### src/rtl/line_buffer_scheduler_if.sv
// Handshake bundle between the line writer/reader and the ping-pong scheduler.
// The scheduler takes the slave side; the writer/reader logic takes the master side.
interface line_buffer_scheduler_if #(
  parameter int LINE_W = 11
);
  logic              i_wr_line_done;
  logic              i_rd_line_start;
  logic              i_rd_line_done;
  logic              i_frame_sync;
  logic              o_wr_ready;
  logic              o_wr_sel;
  logic              o_rd_valid;
  logic              o_rd_sel;
  logic [LINE_W-1:0] o_wr_line;
  logic [LINE_W-1:0] o_rd_line;
  logic              o_frame_done;
  logic              o_overflow;
  logic              o_underrun;
  logic [7:0]        o_drop_count;

  modport master (
    output i_wr_line_done, i_rd_line_start, i_rd_line_done, i_frame_sync,
    input  o_wr_ready, o_wr_sel, o_rd_valid, o_rd_sel, o_wr_line, o_rd_line,
           o_frame_done, o_overflow, o_underrun, o_drop_count
  );

  modport slave (
    input  i_wr_line_done, i_rd_line_start, i_rd_line_done, i_frame_sync,
    output o_wr_ready, o_wr_sel, o_rd_valid, o_rd_sel, o_wr_line, o_rd_line,
           o_frame_done, o_overflow, o_underrun, o_drop_count
  );
endinterface

### src/rtl/line_buffer_scheduler.sv
// Ping-pong scheduler for two line buffers shared by one writer and one reader.
// Per-buffer state table:
//   state    | meaning
//   EMPTY    | free, not yet handed to the writer
//   FILLING  | owned by the writer
//   FULL     | complete line waiting for the reader
//   DRAINING | claimed by the reader
module line_buffer_scheduler #(
  parameter int LINES  = 1024,
  parameter int LINE_W = 11
) (
  input logic                     i_clk,
  input logic                     i_rst,
  line_buffer_scheduler_if.slave  bus
);

  typedef enum logic [1:0] {
    EMPTY    = 2'b00,
    FILLING  = 2'b01,
    FULL     = 2'b10,
    DRAINING = 2'b11
  } buf_state_e;

  localparam logic [LINE_W-1:0] LAST_LINE = LINE_W'(LINES - 1);

  buf_state_e        buf_q [2];
  buf_state_e        buf_d [2];
  logic              wr_sel_q, wr_sel_d;
  logic              wr_ready_q, wr_ready_d;
  logic              rd_valid_q, rd_valid_d;
  logic              rd_ptr_q, rd_ptr_d;
  logic [LINE_W-1:0] wr_line_q, wr_line_d;
  logic [LINE_W-1:0] rd_line_q, rd_line_d;
  logic              frame_done_q, frame_done_d;
  logic              overflow_q, overflow_d;
  logic              underrun_q, underrun_d;
  logic [7:0]        drop_q, drop_d;

  logic              draining;
  logic              drain_idx;
  logic              any_full;
  logic              freed;
  logic              other_sel;

  always_comb begin
    buf_d[0]     = buf_q[0];
    buf_d[1]     = buf_q[1];
    wr_sel_d     = wr_sel_q;
    wr_ready_d   = wr_ready_q;
    rd_ptr_d     = rd_ptr_q;
    wr_line_d    = wr_line_q;
    rd_line_d    = rd_line_q;
    frame_done_d = 1'b0;
    overflow_d   = overflow_q;
    underrun_d   = underrun_q;
    drop_d       = drop_q;
    rd_valid_d   = 1'b0;

    draining  = (buf_q[0] == DRAINING) || (buf_q[1] == DRAINING);
    drain_idx = (buf_q[1] == DRAINING);
    any_full  = (buf_q[0] == FULL) || (buf_q[1] == FULL);
    freed     = bus.i_rd_line_done && draining;
    other_sel = ~wr_sel_q;

    if (bus.i_frame_sync) begin
      // Flush the frame but keep the sticky error history.
      buf_d[0]   = FILLING;
      buf_d[1]   = EMPTY;
      wr_sel_d   = 1'b0;
      wr_ready_d = 1'b1;
      rd_ptr_d   = 1'b0;
      wr_line_d  = '0;
      rd_line_d  = '0;
    end else begin
      if (bus.i_rd_line_start && !draining) begin
        if (rd_valid_q) begin
          buf_d[rd_ptr_q] = DRAINING;
          rd_ptr_d        = ~rd_ptr_q;
        end else if (!any_full) begin
          underrun_d = 1'b1;
        end
      end

      if (freed) begin
        buf_d[drain_idx] = EMPTY;
        if (rd_line_q == LAST_LINE) begin
          rd_line_d    = '0;
          frame_done_d = 1'b1;
        end else begin
          rd_line_d = rd_line_q + LINE_W'(1);
        end
      end

      if (bus.i_wr_line_done) begin
        if (wr_ready_q) begin
          buf_d[wr_sel_q] = FULL;
          wr_line_d = (wr_line_q == LAST_LINE) ? '0 : wr_line_q + LINE_W'(1);
          if (buf_q[other_sel] == EMPTY || (freed && drain_idx == other_sel)) begin
            buf_d[other_sel] = FILLING;
            wr_sel_d         = other_sel;
          end else begin
            wr_ready_d = 1'b0;
          end
        end else begin
          overflow_d = 1'b1;
          drop_d     = (drop_q == 8'hFF) ? drop_q : drop_q + 8'd1;
        end
      end

      // A stalled writer gets the buffer the reader just released.
      if (!wr_ready_q && freed) begin
        buf_d[drain_idx] = FILLING;
        wr_ready_d       = 1'b1;
        wr_sel_d         = drain_idx;
      end
    end

    rd_valid_d = ((buf_d[0] == FULL) || (buf_d[1] == FULL)) &&
                 !((buf_d[0] == DRAINING) || (buf_d[1] == DRAINING));
  end

  always_ff @(posedge i_clk) begin
    if (i_rst) begin
      buf_q[0]     <= FILLING;
      buf_q[1]     <= EMPTY;
      wr_sel_q     <= 1'b0;
      wr_ready_q   <= 1'b1;
      rd_valid_q   <= 1'b0;
      rd_ptr_q     <= 1'b0;
      wr_line_q    <= '0;
      rd_line_q    <= '0;
      frame_done_q <= 1'b0;
      overflow_q   <= 1'b0;
      underrun_q   <= 1'b0;
      drop_q       <= '0;
    end else begin
      buf_q[0]     <= buf_d[0];
      buf_q[1]     <= buf_d[1];
      wr_sel_q     <= wr_sel_d;
      wr_ready_q   <= wr_ready_d;
      rd_valid_q   <= rd_valid_d;
      rd_ptr_q     <= rd_ptr_d;
      wr_line_q    <= wr_line_d;
      rd_line_q    <= rd_line_d;
      frame_done_q <= frame_done_d;
      overflow_q   <= overflow_d;
      underrun_q   <= underrun_d;
      drop_q       <= drop_d;
    end
  end

  assign bus.o_wr_ready   = wr_ready_q;
  assign bus.o_wr_sel     = wr_sel_q;
  assign bus.o_rd_valid   = rd_valid_q;
  assign bus.o_rd_sel     = rd_ptr_q;
  assign bus.o_wr_line    = wr_line_q;
  assign bus.o_rd_line    = rd_line_q;
  assign bus.o_frame_done = frame_done_q;
  assign bus.o_overflow   = overflow_q;
  assign bus.o_underrun   = underrun_q;
  assign bus.o_drop_count = drop_q;

endmodule

### src/flat_wrapper.sv
// flat-port wrapper written by rule: the top's interface ports become plain ports
module line_buffer_scheduler_flat 
#(
  parameter int LINES  = 1024,
  parameter int LINE_W = 11
)
  (i_clk, i_rst, bus_i_wr_line_done, bus_i_rd_line_start, bus_i_rd_line_done, bus_i_frame_sync, bus_o_wr_ready, bus_o_wr_sel, bus_o_rd_valid, bus_o_rd_sel, bus_o_wr_line, bus_o_rd_line, bus_o_frame_done, bus_o_overflow, bus_o_underrun, bus_o_drop_count);
  line_buffer_scheduler_if #(.LINE_W(LINE_W)) bus_i ();
  input logic i_clk;
  input logic i_rst;
  input wire logic [$bits(bus_i.i_wr_line_done)-1:0] bus_i_wr_line_done;
  input wire logic [$bits(bus_i.i_rd_line_start)-1:0] bus_i_rd_line_start;
  input wire logic [$bits(bus_i.i_rd_line_done)-1:0] bus_i_rd_line_done;
  input wire logic [$bits(bus_i.i_frame_sync)-1:0] bus_i_frame_sync;
  output wire logic [$bits(bus_i.o_wr_ready)-1:0] bus_o_wr_ready;
  output wire logic [$bits(bus_i.o_wr_sel)-1:0] bus_o_wr_sel;
  output wire logic [$bits(bus_i.o_rd_valid)-1:0] bus_o_rd_valid;
  output wire logic [$bits(bus_i.o_rd_sel)-1:0] bus_o_rd_sel;
  output wire logic [$bits(bus_i.o_wr_line)-1:0] bus_o_wr_line;
  output wire logic [$bits(bus_i.o_rd_line)-1:0] bus_o_rd_line;
  output wire logic [$bits(bus_i.o_frame_done)-1:0] bus_o_frame_done;
  output wire logic [$bits(bus_i.o_overflow)-1:0] bus_o_overflow;
  output wire logic [$bits(bus_i.o_underrun)-1:0] bus_o_underrun;
  output wire logic [$bits(bus_i.o_drop_count)-1:0] bus_o_drop_count;
  assign bus_i.i_wr_line_done = bus_i_wr_line_done;
  assign bus_i.i_rd_line_start = bus_i_rd_line_start;
  assign bus_i.i_rd_line_done = bus_i_rd_line_done;
  assign bus_i.i_frame_sync = bus_i_frame_sync;
  assign bus_o_wr_ready = bus_i.o_wr_ready;
  assign bus_o_wr_sel = bus_i.o_wr_sel;
  assign bus_o_rd_valid = bus_i.o_rd_valid;
  assign bus_o_rd_sel = bus_i.o_rd_sel;
  assign bus_o_wr_line = bus_i.o_wr_line;
  assign bus_o_rd_line = bus_i.o_rd_line;
  assign bus_o_frame_done = bus_i.o_frame_done;
  assign bus_o_overflow = bus_i.o_overflow;
  assign bus_o_underrun = bus_i.o_underrun;
  assign bus_o_drop_count = bus_i.o_drop_count;
  line_buffer_scheduler #(.LINES(LINES), .LINE_W(LINE_W)) u_core (.i_clk(i_clk), .i_rst(i_rst), .bus(bus_i));
endmodule
### config.mk
export PLATFORM = sky130hd
export DESIGN_NAME = line_buffer_scheduler_flat
export DESIGN_NICKNAME = d
export VERILOG_FILES = /design/src/rtl/line_buffer_scheduler_if.sv /design/src/rtl/line_buffer_scheduler.sv /design/src/flat_wrapper.sv
export SDC_FILE = /design/constraint.sdc
export NUM_CORES = 1
export LEC_CHECK = 0
export ABC_AREA = 1
export ABC_CLOCK_PERIOD_IN_PS = 1900
export CORE_MARGIN = 10
export CORE_UTILIZATION = 33
export DETAILED_ROUTE_END_ITERATION = 10
export PLACE_DENSITY = 0.65
export SKIP_LAST_GASP = 1
export SYNTH_ARGS = -nofsm -noshare
export SYNTH_HDL_FRONTEND = slang
export SYNTH_SLANG_ARGS = --single-unit
export TNS_END_PERCENT = 30
### constraint.sdc
create_clock -name i_clk -period 1.9 [get_ports i_clk]
set_input_delay 0.38 -clock i_clk [delete_from_list [all_inputs] [get_ports i_clk]]
set_output_delay 0.38 -clock i_clk [all_outputs]
set_load 0.05 [all_outputs]
==> flow_metrics.env <==
export IMPL_status="finished clean"
export IMPL_synthArstFlopShare=0
export IMPL_drive_above_1_share=0.218
export IMPL_cap_violations=0
export IMPL_ys_top_cells_by_count="61 x nand2_1, 41 x dfxtp_1, 41 x inv_1, 35 x nor2_1, 22 x nand3_1"
export IMPL_synth_area_sq_um=2000
export IMPL_syn_nets=292
export IMPL_finalPower_mw=1.94
export IMPL_wl_met3_microns=297
export IMPL_hold_path_class="reg -> reg"
export IMPL_fin_crit_sh=0.955
export IMPL_startpoint="u_core.bus.o_underrun$_SDFFE_PP0P_"
export IMPL_synth_warnings=0
export IMPL_clk_pin_slew_ns=0.09
export IMPL_reg2reg_to="u_core.bus.o_rd_valid$_SDFF_PP0_"
export IMPL_synth_edf_count=0
export IMPL_dp_cells=415
export IMPL_path_class="reg -> out"
export IMPL_antenna_found_initial=0
export IMPL_syn_to_final_growth_pct=34.0
export IMPL_routabilityCongestion=0.852
export IMPL_grt_pass1_wl_microns=8550
export IMPL_avgSynthCellArea_sq_um=7.08
export IMPL_synth_ff_type="dfxtp_1"
export IMPL_std_cell_rows=28
export IMPL_grt_pass1_vias=1836
export IMPL_cts_max_path_buffers=2
export IMPL_fin_area_sq_um=2690
export IMPL_wl_met2_microns=2360
export IMPL_r2r_start="u_core.buf_q[1][0]$_SDFF_PP0_"
export IMPL_vias_per_cell=4.66
export IMPL_dr_first_iter_drc_count=58
export IMPL_end_kind="primary output"
export IMPL_clock_sinks=41
export IMPL_topRoutingLayerUsed="met4"
export IMPL_synthCells=283
export IMPL_finClkSkew_ns=0.00735
export IMPL_p_per_area_nw_per_um2=722
export IMPL_instances_no_fill=423
export IMPL_rsz0062_at_grt="false"
export IMPL_nFillCells=619
export IMPL_max_freq_ghz=0.551
export IMPL_num_nets_final=356
export IMPL_crit_family="buffers and inverters"
export IMPL_drc=0
export IMPL_endpoint="bus_o_underrun"
export IMPL_core_sq_um=5920
export IMPL_numCtsBuffers=5
export IMPL_p_leak_nw=1.23
export IMPL_yosysMostFrequentCell="nand2_1"
export IMPL_worstSetupStartpointType="flip-flop"
export IMPL_cp_depth=1
export IMPL_drv_slew=0
export IMPL_hold_viol=0
export IMPL_post_cts_resized=0
export IMPL_die_area_sq_um=9590
export IMPL_ff2ff_path_depth=11
export IMPL_htreeDepth=2
export IMPL_routed_wl_microns=4980
export IMPL_grt_overflow_total=0
export IMPL_cts_tree="yes"
export IMPL_diodes=0
export IMPL_finalSetupTns_ns=0
export IMPL_slew_headroom=0.662
export IMPL_crit_path_top_delay_cell="clkdlybuf4s50_1"
export IMPL_grt_max_degree=15
export IMPL_worstPathArrival_ns=1.44
export IMPL_initial_core_util=0.339
export IMPL_die_h_microns=97.9
export IMPL_vias=1972
export IMPL_cts_root_buffer_cell="clkbuf_8"
export IMPL_r2r_slack_ns=0.30
export IMPL_ios=43
export IMPL_worst_pin_slew_ns=0.506
export IMPL_yosys_area_top_type="dfxtp_1"
export IMPL_clk_latency_ns=0.29
export IMPL_postPlaceCellArea_sq_um=2550
export IMPL_cp_slowest_stage_delay_ns=0.80
export IMPL_finalSetupViolCount=0
export IMPL_synth_seq_cells=41
export IMPL_wl_met1_microns=2250
export IMPL_ir_worst_vdd_mv=0.308
export IMPL_cp_required_ns=1.52
export IMPL_holdWs_ns=0.465
export IMPL_postCtsSetupBuffers=0
export IMPL_drtPass1Iterations=4
export IMPL_track_usage=0.105
export IMPL_post_drt_wl_per_cell_microns=11.8
export IMPL_hpwl_microns=3980
export IMPL_path_max_fanout=2
export IMPL_path_cells="clkdlybuf4s50_1"
export IMPL_die_x_microns=97.9
export IMPL_synth_area_top_cells="dfxtp_1 41%, nand2_1 11%, inv_1 7.7%"
export IMPL_fin_crit_ns=1.82
export IMPL_port_buffers=42
export IMPL_synth_seq_area_share=0.409
export IMPL_synth_cell_types=30
export IMPL_final_antenna_net_count=0
export IMPL_synth_top_area_frac=0.409
export IMPL_ctsHoldBuffers=0
export IMPL_critPathBufInv=1
-- placed cells by master (no fill, tap or decap), types with 2 or more instances in the layout --
master and count:
nand3_1 22, nand4_1 4, nor3_1 6, nand2_1 61
xnor2_1 4, nand3_2 2, dfxtp_1 40, o21ai_0 12
o21ai_1 2, inv_1 41, nor2_2 2, xor2_1 7
nor2_1 35, buf_4 51, a21oi_1 21, bufinv_16 2
nand2_2 3, clkdlybuf4s50_1 7, clkbuf_8 5, ha_1 3
nor3b_1 3, o2111ai_1 2
-- worst min-delay path by stage --
stage | startpoint | endpoint | slack [ns] | cells past startpoint
3_5_place_dp | u_core.bus.o_underrun$_SDFFE_PP0P_ | u_core.bus.o_underrun$_SDFFE_PP0P_ | 0.46 | 2
6_report | u_core.bus.o_underrun$_SDFFE_PP0P_ | u_core.bus.o_underrun$_SDFFE_PP0P_ | 0.47 | 2
4_1_cts | u_core.bus.o_underrun$_SDFFE_PP0P_ | u_core.bus.o_underrun$_SDFFE_PP0P_ | 0.47 | 2
3_3_place_gp | u_core.bus.o_underrun$_SDFFE_PP0P_ | u_core.bus.o_underrun$_SDFFE_PP0P_ | 0.44 | 2
2_1_floorplan | i_rst | u_core.bus.o_drop_count[7]$_SDFFE_PP0P_ | 0.45 | 1
5_1_grt | u_core.bus.o_underrun$_SDFFE_PP0P_ | u_core.bus.o_underrun$_SDFFE_PP0P_ | 0.51 | 2
-- metal layers --
metal	up-vias	GRT usage
met1	879	0.123
met5	-	0
li1	1038	-
met2	50	0.175
met4	0	0.0380
met3	5	0.0345
-- cells by family after synthesis --
family / after synthesis / synth area share
xor gates and xnor gates: 11 / 0.0481
adders and majority gates: 3 / 0.0187
buffers and inverters: 43 / 0.0805
AOI/OAI and AO/OA: 40 / 0.108
DFF: 41 / 0.409
and+or+nand+nor: 145 / 0.335
-- registers in the layout, summed over array words and instances (netlist names) --
register,cells
u_core.bus.o_underrun,1
u_core.bus.o_wr_ready,1
u_core.bus.o_rd_valid,1
u_core.bus.o_wr_line,11
u_core.buf_q,4
u_core.bus.o_drop_count,8
u_core.bus.o_wr_sel,1
u_core.bus.o_rd_line,11
u_core.bus.o_frame_done,1
u_core.bus.o_rd_sel,1
u_core.bus.o_overflow,1
-- report_power, final --
| group | total (mW) | switching (mW) | internal (mW) |
|---|---|---|---|
| Sequential | 0.891 | 0.0180 | 0.873 |
| Clock | 0.849 | 0.320 | 0.529 |
| Combinational | 0.198 | 0.125 | 0.0729 |
-- per-stage QoR --
step,util,setup WS [ns]
2_1_floorplan,-,0.00475
3_3_place_gp,0.430,-0.0504
3_5_place_dp,0.430,-0.0990
4_1_cts,0.454,0.0601
5_1_grt,0.454,0.0150
6_report,0.454,0.0846
-- final cells by class --
type,count,area [sq um],area share
clock inverter,3,68.8,0.0256
timing repair buffer,58,453,0.169
clock buffer,5,68.8,0.0256
tap,75,93.8,0.0349
sequential,41,822,0.306
multi-input combinational,199,1020,0.381
inverter,42,158,0.0587
Power figures use the tool's default switching activity.
